`config.mk`:
```
export PLATFORM = sky130hd
export DESIGN_NAME = pipeline_ctrl
export DESIGN_NICKNAME = d
export VERILOG_FILES = /design/src/rtl/rv32i_types.sv /design/src/rtl/pipeline_ctrl_hazard_unit.sv /design/src/rtl/pipeline_ctrl.sv
export SDC_FILE = /design/constraint.sdc
export NUM_CORES = 1
export LEC_CHECK = 0
export ABC_CLOCK_PERIOD_IN_PS = 3600
export CAP_MARGIN = 30
export CORE_MARGIN = 5
export CORE_UTILIZATION = 49
export DETAILED_ROUTE_END_ITERATION = 8
export GPL_ROUTABILITY_DRIVEN = 1
export PLACE_DENSITY = 0.84
export SLEW_MARGIN = 15
export SYNTH_ARGS = -nofsm -noshare
export SYNTH_HDL_FRONTEND = slang
export SYNTH_SLANG_ARGS = --single-unit
```
`constraint.sdc`:
```
create_clock -name clk -period 3.6 [get_ports clk]
set_clock_uncertainty 0.1 [all_clocks]
set_input_delay 0.36 -clock clk [delete_from_list [all_inputs] [get_ports clk]]
set_output_delay 0.36 -clock clk [all_outputs]
set_load 0.005 [all_outputs]
```
`src/rtl/rv32i_types.sv`:
```
// rv32i_types: shared state encodings for the pipeline sequencing controller
package rv32i_types;
  typedef enum logic [1:0] {F_IDLE, F_WAIT, F_HOLD, F_DROP} fetch_state_t;
  typedef enum logic {D_IDLE, D_WAIT} dmem_state_t;
endpackage

```
`src/rtl/pipeline_ctrl_hazard_unit.sv`:
```
// hazard_unit: load-use detection and qualification of EX redirects against back-end stalls
module hazard_unit (
  input  logic       id_valid,
  input  logic [4:0] id_rs1_s,
  input  logic [4:0] id_rs2_s,
  input  logic       ex_is_load,
  input  logic [4:0] ex_rd_s,
  input  logic       ex_redirect,
  input  logic       back_stall,
  output logic       load_use,
  output logic       redir
);
  assign load_use = id_valid && ex_is_load && ex_rd_s != 5'd0 && (ex_rd_s == id_rs1_s || ex_rd_s == id_rs2_s);
  assign redir = ex_redirect && !back_stall;
endmodule

```
`src/rtl/pipeline_ctrl.sv`:
```
// pipeline_ctrl: 5-stage pipeline sequencing, fetch/data request tracking and perf counters
module pipeline_ctrl
  import rv32i_types::*;
#(
  parameter int CNT_W = 32
) (
  input  logic             clk,
  input  logic             rst,
  input  logic             imem_resp,
  input  logic             dmem_resp,
  input  logic             mem_op,
  input  logic             ex_is_load,
  input  logic [4:0]       ex_rd_s,
  input  logic             id_valid,
  input  logic [4:0]       id_rs1_s,
  input  logic [4:0]       id_rs2_s,
  input  logic             ex_redirect,
  output logic             imem_req,
  output logic             dmem_req,
  output logic             pc_we,
  output logic             if_id_we,
  output logic             id_ex_we,
  output logic             ex_mem_we,
  output logic             mem_wb_we,
  output logic             if_id_bubble,
  output logic             id_ex_bubble,
  output logic             ibuf_we,
  output logic             ibuf_sel,
  output logic [CNT_W-1:0] stall_cnt,
  output logic [CNT_W-1:0] flush_cnt
);
  fetch_state_t     f_q, f_d;
  dmem_state_t      d_q, d_d;
  logic [CNT_W-1:0] stall_cnt_q, stall_cnt_d, flush_cnt_q, flush_cnt_d;
  logic             back_stall, load_use, redir, adv;

  assign back_stall = mem_op && !(d_q == D_WAIT && dmem_resp);
  assign adv = !back_stall && !load_use;
  assign stall_cnt = stall_cnt_q;
  assign flush_cnt = flush_cnt_q;

  hazard_unit u_hazard (
    .id_valid    (id_valid),
    .id_rs1_s    (id_rs1_s),
    .id_rs2_s    (id_rs2_s),
    .ex_is_load  (ex_is_load),
    .ex_rd_s     (ex_rd_s),
    .ex_redirect (ex_redirect),
    .back_stall  (back_stall),
    .load_use    (load_use),
    .redir       (redir)
  );

  always_comb begin
    f_d = f_q;
    d_d = d_q;
    imem_req = 1'b0;
    dmem_req = 1'b0;
    pc_we = 1'b0;
    if_id_we = 1'b0;
    if_id_bubble = 1'b0;
    ibuf_we = 1'b0;
    ibuf_sel = 1'b0;
    id_ex_we = 1'b0;
    id_ex_bubble = 1'b0;
    ex_mem_we = 1'b0;
    mem_wb_we = 1'b0;
    stall_cnt_d = (back_stall || load_use) && !(&stall_cnt_q) ? stall_cnt_q + CNT_W'(1) : stall_cnt_q;
    flush_cnt_d = redir && !(&flush_cnt_q) ? flush_cnt_q + CNT_W'(1) : flush_cnt_q;
    if (!rst) begin
      ex_mem_we = !back_stall;
      mem_wb_we = !back_stall;
      id_ex_we = !back_stall;
      id_ex_bubble = !back_stall && (load_use || redir || !id_valid);
      dmem_req = d_q == D_IDLE && mem_op;
      d_d = d_q == D_IDLE ? (mem_op ? D_WAIT : D_IDLE) : (dmem_resp ? D_IDLE : D_WAIT);
      case (f_q)
        F_IDLE: begin
          // a redirect with nothing in flight only moves the PC; fetch resumes from the new PC next cycle
          if (redir) begin
            pc_we = 1'b1;
            if_id_we = 1'b1;
            if_id_bubble = 1'b1;
          end else if (!back_stall) begin
            imem_req = 1'b1;
            f_d = F_WAIT;
          end
        end
        F_WAIT: begin
          if (redir) begin
            pc_we = 1'b1;
            if_id_we = 1'b1;
            if_id_bubble = 1'b1;
            f_d = imem_resp ? F_IDLE : F_DROP;
          end else if (imem_resp && adv) begin
            if_id_we = 1'b1;
            pc_we = 1'b1;
            imem_req = 1'b1;
          end else if (imem_resp) begin
            ibuf_we = 1'b1;
            f_d = F_HOLD;
          end else if (adv) begin
            if_id_we = 1'b1;
            if_id_bubble = 1'b1;
          end
        end
        F_HOLD: begin
          if (redir) begin
            pc_we = 1'b1;
            if_id_we = 1'b1;
            if_id_bubble = 1'b1;
            f_d = F_IDLE;
          end else if (adv) begin
            ibuf_sel = 1'b1;
            if_id_we = 1'b1;
            pc_we = 1'b1;
            imem_req = 1'b1;
            f_d = F_WAIT;
          end
        end
        default: begin
          pc_we = redir;
          f_d = imem_resp ? F_IDLE : F_DROP;
        end
      endcase
    end
  end

  always_ff @(posedge clk or posedge rst) begin
    if (rst) begin
      f_q <= F_IDLE;
      d_q <= D_IDLE;
      stall_cnt_q <= '0;
      flush_cnt_q <= '0;
    end else begin
      f_q <= f_d;
      d_q <= d_d;
      stall_cnt_q <= stall_cnt_d;
      flush_cnt_q <= flush_cnt_d;
    end
  end
endmodule

```
==> results of run 1 <==
## stage by stage
stage	utilization, %	power (mW)	setup slack (ns)	std cells
after floorplan	-	1.319	0.7656	355
after global placement	64.67	1.634	0.3108	544
after detailed placement	64.67	1.668	0.2838	544
after CTS	67.10	2.255	0.2658	559
after global routing	67.10	2.373	0.07677	559
final	67.10	2.240	0.2641	559
## power by group through the flow
stage	logic, mW	registers (mW)	clock network (mW)
floorplan	0.328	0.992	0
global placement	0.631	1.00	0
detailed placement	0.658	1.01	0
CTS	0.661	0.997	0.597
global route	0.721	1.02	0.628
finish	0.654	1.00	0.585
## cell families (layout without fill, tap and decap cells)
kind of cell / Yosys count / after routing
and+or+nand+nor: 160 / 160
xor gates and xnor gates: 71 / 71
DFF: 67 / 67
AOI/OAI and AO/OA: 29 / 29
buffers and inverters: 18 / 123
adders and majority gates: 6 / 6
muxes: 4 / 4
## metal layers
layer  global-route usage, %  up-vias
li1                        -     1465
met1                   26.56     1497
met2                   31.62      102
met3                   3.552       11
met4                   7.701        0
met5                       0        -
## flip-flops by register name (all words and copies together), names as in the netlist
signal,flops
flush_cnt,32
f_q,2
d_q,1
stall_cnt,32
## worst max-delay path: stages
cell             delay (ns)
clkdlybuf4s50_1        0.46
or3_1                  0.41
o311a_1                0.35
nand2_1                0.18
o21ai_0                0.12
a2111oi_0              0.41
clkdlybuf4s50_1        0.58
## layout by cell type, fill, tap and decap left out, types with 3 or more instances in the layout
master / synthesis / routed
dfrtp_1: 67 / 67
nor2_1: 24 / 24
clkbuf_1: 6 / 3
xnor2_1: 29 / 29
o22ai_1: 3 / 3
clkdlybuf4s50_1: 0 / 97
xor2_1: 42 / 42
nor4_1: 8 / 8
nand3_1: 19 / 19
and4_1: 6 / 6
clkbuf_8: 0 / 9
mux2_2: 3 / 3
and3_1: 6 / 6
ha_1: 6 / 6
nor3_1: 21 / 21
buf_4: 2 / 3
nor3b_1: 4 / 4
or4_1: 3 / 3
nand4_1: 16 / 16
a21oi_1: 5 / 5
inv_1: 8 / 7
nand2_1: 35 / 35
o21ai_0: 4 / 4
## synthesized netlist by cell type (2+ instances only)
| cell type | instances | area, µm² |
|---|---|---|
| nor4_1 | 8 | 50.05 |
| dfrtp_1 | 67 | 1677 |
| buf_2 | 2 | 10.01 |
| nor3_2 | 2 | 20.02 |
| nand4_1 | 16 | 100.1 |
| clkbuf_1 | 6 | 22.52 |
| inv_1 | 8 | 30.03 |
| nand2_1 | 35 | 131.4 |
| nand4b_1 | 2 | 17.52 |
| nor4b_1 | 2 | 17.52 |
| buf_4 | 2 | 15.01 |
| nand3_1 | 19 | 95.09 |
| and2_1 | 2 | 12.51 |
| or3_1 | 2 | 12.51 |
| a21oi_1 | 5 | 25.02 |
| o22ai_1 | 3 | 18.77 |
| nor3b_1 | 4 | 30.03 |
| mux2_2 | 3 | 33.78 |
| and4_1 | 6 | 52.55 |
| ha_1 | 6 | 75.07 |
| or4_1 | 3 | 22.52 |
| and3_1 | 6 | 37.54 |
| xnor2_1 | 29 | 254.0 |
| nor3_1 | 21 | 105.1 |
| xor2_1 | 42 | 367.9 |
| a311oi_1 | 2 | 17.52 |
| nor2_1 | 24 | 90.09 |
| a31oi_1 | 2 | 12.51 |
| o21ai_0 | 4 | 20.02 |
| a21oi_2 | 2 | 17.52 |
## final cells by class
| type | instances | area (µm²) | share of cell area (%) |
|---|---|---|---|
| clock buffers | 12 | 135.1 | 2.791 |
| clock inverters | 3 | 40.04 | 0.8271 |
| inverters | 8 | 30.03 | 0.6203 |
| multi-input cells | 270 | 1842 | 38.05 |
| flip-flops and latches | 67 | 1677 | 34.63 |
| well taps | 99 | 123.9 | 2.559 |
| repair buffers | 100 | 993.5 | 20.52 |
## worst min path at each step
stage	slack, ns	endpoint	cells past startpoint	from
after floorplan	0.38	flush_cnt[11]$_DFFE_PP0P_	1	flush_cnt[11]$_DFFE_PP0P_
after global placement	0.38	flush_cnt[24]$_DFFE_PP0P_	1	flush_cnt[24]$_DFFE_PP0P_
after detailed placement	0.37	flush_cnt[24]$_DFFE_PP0P_	1	flush_cnt[24]$_DFFE_PP0P_
after CTS	0.39	flush_cnt[28]$_DFFE_PP0P_	1	flush_cnt[28]$_DFFE_PP0P_
after global routing	0.41	flush_cnt[28]$_DFFE_PP0P_	1	flush_cnt[28]$_DFFE_PP0P_
final	0.39	stall_cnt[19]$_DFFE_PP0P_	1	stall_cnt[19]$_DFFE_PP0P_
==> flow_summary.ini, run 1 <==
[clock_tree]
cts_buffer_depth = 2
cts-hold-fix-buffers = 0
cts_num_sinks = 67
clk_latency_ns = 0.33
post-cts-setup-buffer-count = 0
cts_tree = yes
clk_pin_slew_ns = 0.07
cts_resized = 0
ctsHtreeMaxLevel = 3
cts-root-buf = clkbuf_8
cts_buffers = 9

[route]
drt_iter0_markers = 82
route.vias.total = 3075
top_layer = met4
wl_met1_um = 3935
dr_wl_met3_um = 508
drc = 0
dr.pass1.iters = 4
via_per_inst = 5.501
wl_per_cell_um = 15.69
ant_nets = 0
routed-wl-met2_um = 4217
wirelength_um = 8771

[cells_and_area]
diodes = 0
fillers = 591
fin_area_um2 = 4841
fin_nets = 485
drive_gt1_share_pct = 6.522
area_delta_synth_final_pct = 34.62

[synthesis]
synthAdderAreaFrac_pct = 2.088
syn_inst = 355
synth_seq_cells = 67
ys_types = 50
yosysSeqAreaShare_pct = 46.62
syn_area_per_cell_um2 = 10.13
netlist_area_um2 = 3596
yosys.area_share.simple_pct = 24.53
muxShareOfSynthArea_pct = 1.218
synthFlopType = dfrtp_1
synthArstFlopShare_pct = 100.0
synth-compound-area-share_pct = 6.089
synth_top_family_by_area = simple AND/OR/NAND/NOR gates
synth_edf_count = 0
yosysWarnings = 0
syn_nets = 384
synthXorXnorAreaFrac_pct = 17.29

[worst_setup_path]
worstSetupStartpoint = ex_rd_s[1]
worstReg2RegStart = stall_cnt[0]$_DFFE_PP0P_
crit_fanout = 5
worstReg2RegEnd = stall_cnt[18]$_DFFE_PP0P_
path_class = input pin to primary output
startpoint_type = input pin
cp.required_ns = 3.14
reg2reg_depth = 6
endpoint_kind = primary output
reg2reg_slack_ns = 1.18
crit_end = if_id_we
crit_arrival_ns = 2.88

[global_routing]
grt_pass1_vias = 2994
grt_max_degree = 69
grt_antenna_before_repair = 0
grt_first_pass_wirelength_um = 14270
grt_usage_pct = 19.74
grt_overflow = 0

[die]
die_w_um = 95.67
io_pins = 98
start_util_pct = 49.84
rows = 31
die_area_um2 = 9152
core_area_um2 = 7214
die_h_um = 95.67

[timing]
timing.fmax_ghz = 0.2998
fin_setup_tns_ns = 0
rsz0062_at_grt = no
slew_violations = 0
setup_viol = 0
whs_ns = 0.3916
tightest_slew_ns = 0.8401
finalHoldViolCount = 0
slew_headroom_pct = 43.99
timing.final.crit_share_pct = 92.66
finalCriticalPeriod_ns = 3.336

[power_and_ir_drop]
clock_power_share_pct = 26.1
p_switching_uw = 691.5
p_int_mw = 1.548
swShare_pct = 30.87
ir_drop_mv = 0.2465
pwr-share-comb_pct = 29.2
p_leak_nw = 1.969
power_density_nw_per_um2 = 462.7
p_seq_share_pct = 44.7

[run_status]
outcome = complete, no violations

[place]
gp_congestion = 0.8912
placed_area_um2 = 4666
hpwl_um = 6449
io_buffers = 97

[worst_hold_path]
hold_path_class = flop to flop

[job]
cap_viol_max_count = 0
No activity file was read; power rests on OpenSTA's default activity.
==> run 2, diff against run 1 <==
Settings changed: GPL_ROUTABILITY_DRIVEN 1 to 0, PLACE_DENSITY 0.84 to 0.81, SETUP_SLACK_MARGIN from default to 0.5.
==> run 2 against run 1 <==
- critical path depth stayed put
- utilization increased by 1.0 points
- combinational power about the same
- register-to-register slack better by 0.06 ns
- highest routed layer unchanged
==> flow_summary.ini, run 2 (synthesis results as in run 1) <==
[route]
wirelength_um = 8929
dr.pass1.iters = 5
via_per_inst = 5.502
ant_nets = 0
top_layer = met4
wl_met1_um = 3837
dr_wl_met3_um = 556
route.vias.total = 3103
wl_per_cell_um = 15.83
drt_iter0_markers = 114
routed-wl-met2_um = 4408
drc = 0

[cells_and_area]
area_delta_synth_final_pct = 36.67
fillers = 600
diodes = 0
regArea_um2 = 1677
final_cell_mix = 93 x clkdlybuf4s50_1, 67 x dfrtp_1, 42 x xor2_1, 34 x nand2_1, 29 x xnor2_1
fin_nets = 489
layout_commonest_cell = clkdlybuf4s50_1
fin_area_um2 = 4915
multiInputGateArea_um2 = 1868
drive_gt1_share_pct = 8.817

[die]
die_area_um2 = 9152
io_pins = 98
core_area_um2 = 7214
die_w_um = 95.67
die_h_um = 95.67
start_util_pct = 49.84
rows = 31

[power_and_ir_drop]
p_switching_uw = 715.5
p_int_mw = 1.567
ir_drop_mv = 0.2383
p_seq_share_pct = 44.1
p_leak_nw = 2.027
pwr-share-comb_pct = 28.8
clock_power_share_pct = 27.1
swShare_pct = 31.35
power_density_nw_per_um2 = 464.4

[worst_setup_path]
slowest_stage = clkdlybuf4s50_1
startpoint_type = input pin
path_class = input pin to primary output
worstSetupStartpoint = ex_rd_s[0]
max_stage_delay_ns = 0.51
reg2reg_depth = 6
worstReg2RegEnd = stall_cnt[23]$_DFFE_PP0P_
crit_family = buffers and inverters
cp.required_ns = 3.14
crit_fanout = 4
reg2reg_slack_ns = 1.24
path_buf_inv = 3
endpoint_kind = primary output
path_cells = clkdlybuf4s50_1, or3_1, o311a_4, a21oi_2, buf_4, and4_1, clkdlybuf4s50_1
worstReg2RegStart = stall_cnt[7]$_DFFE_PP0P_
crit_arrival_ns = 2.58
timing.critical_path.mode_cell = clkdlybuf4s50_1

[global_routing]
grt_max_degree = 69
grt_overflow = 0
grt_antenna_before_repair = 0
grt_pass1_vias = 3124
grt_first_pass_wirelength_um = 14450
grt_usage_pct = 20.04

[clock_tree]
clk_latency_ns = 0.33
cts_buffers = 9
cts_tree = yes
cts_num_sinks = 67
cts-hold-fix-buffers = 0
clk_pin_slew_ns = 0.07
cts_buffer_depth = 2
ctsHtreeMaxLevel = 3
cts-root-buf = clkbuf_8

[timing]
slew_headroom_pct = 44.36
finalHoldViolCount = 0
fin_setup_tns_ns = 0
finalCriticalPeriod_ns = 3.044
tightest_slew_ns = 0.8346
rsz0062_at_grt = no
slew_violations = 0
setup_viol = 0
timing.final.crit_share_pct = 84.55
timing.fmax_ghz = 0.3285

[worst_hold_path]
hold_path_end = stall_cnt[31]$_DFFE_PP0P_
min_from = stall_cnt[31]$_DFFE_PP0P_
holdPathStages = 1
hold_path_class = flop to flop

[run_status]
outcome = complete, no violations

[place]
io_buffers = 97
hpwl_um = 6496
placed_area_um2 = 4666

[job]
cap_viol_max_count = 0
-- run 2: power groups by stage --
stage               clock network (mW)  registers, mW  logic (mW)
global placement                     0           1.01       0.632
CTS                              0.627           1.01       0.651
detailed placement                   0           1.01       0.650
global route                     0.661           1.03       0.720
floorplan                            0          0.992       0.328
finish                           0.618           1.01       0.657
-- run 2: worst max path at each step --
stage,end,slack (ns),cells past startpoint
2_1_floorplan,ibuf_sel,0.77,3
3_3_place_gp,if_id_we,0.30,7
3_5_place_dp,if_id_we,0.27,7
4_1_cts,imem_req,0.49,7
5_1_grt,id_ex_bubble,0.48,7
6_report,ibuf_sel,0.56,7
-- run 2: cell type report --
class	count	area share, %
multi-input combinational	270	38.01
sequential	67	34.11
timing repair buffer	104	20.80
clock buffer	11	2.877
tap	99	2.520
clock inverter	5	1.069
inverter	8	0.6110
-- run 2: per-stage QoR --
step | hold WS [ns] | utilization (%) | instances | worst slack [ns] | total power, mW
floorplan | 0.3776 | - | 355 | 0.7656 | 1.319
global placement | 0.3777 | 64.67 | 544 | 0.3004 | 1.639
detailed placement | 0.3812 | 64.67 | 544 | 0.2678 | 1.665
CTS | 0.3953 | 67.43 | 561 | 0.4907 | 2.283
global route | 0.4173 | 68.12 | 564 | 0.4780 | 2.406
finish | 0.3912 | 68.12 | 564 | 0.5563 | 2.282
-- run 2: metal layers --
metal  vias up  track usage (%)
li1       1466                -
met1      1518            25.38
met2       109            33.76
met3        10            3.710
met4         0            7.938
met5         -                0
-- run 2: repair_timing --
item	4_1_cts	5_1_grt
pin swaps	1	2
gates resized for setup	4	5
setup buffers	1	3
endpoints found under the setup margin	4	6
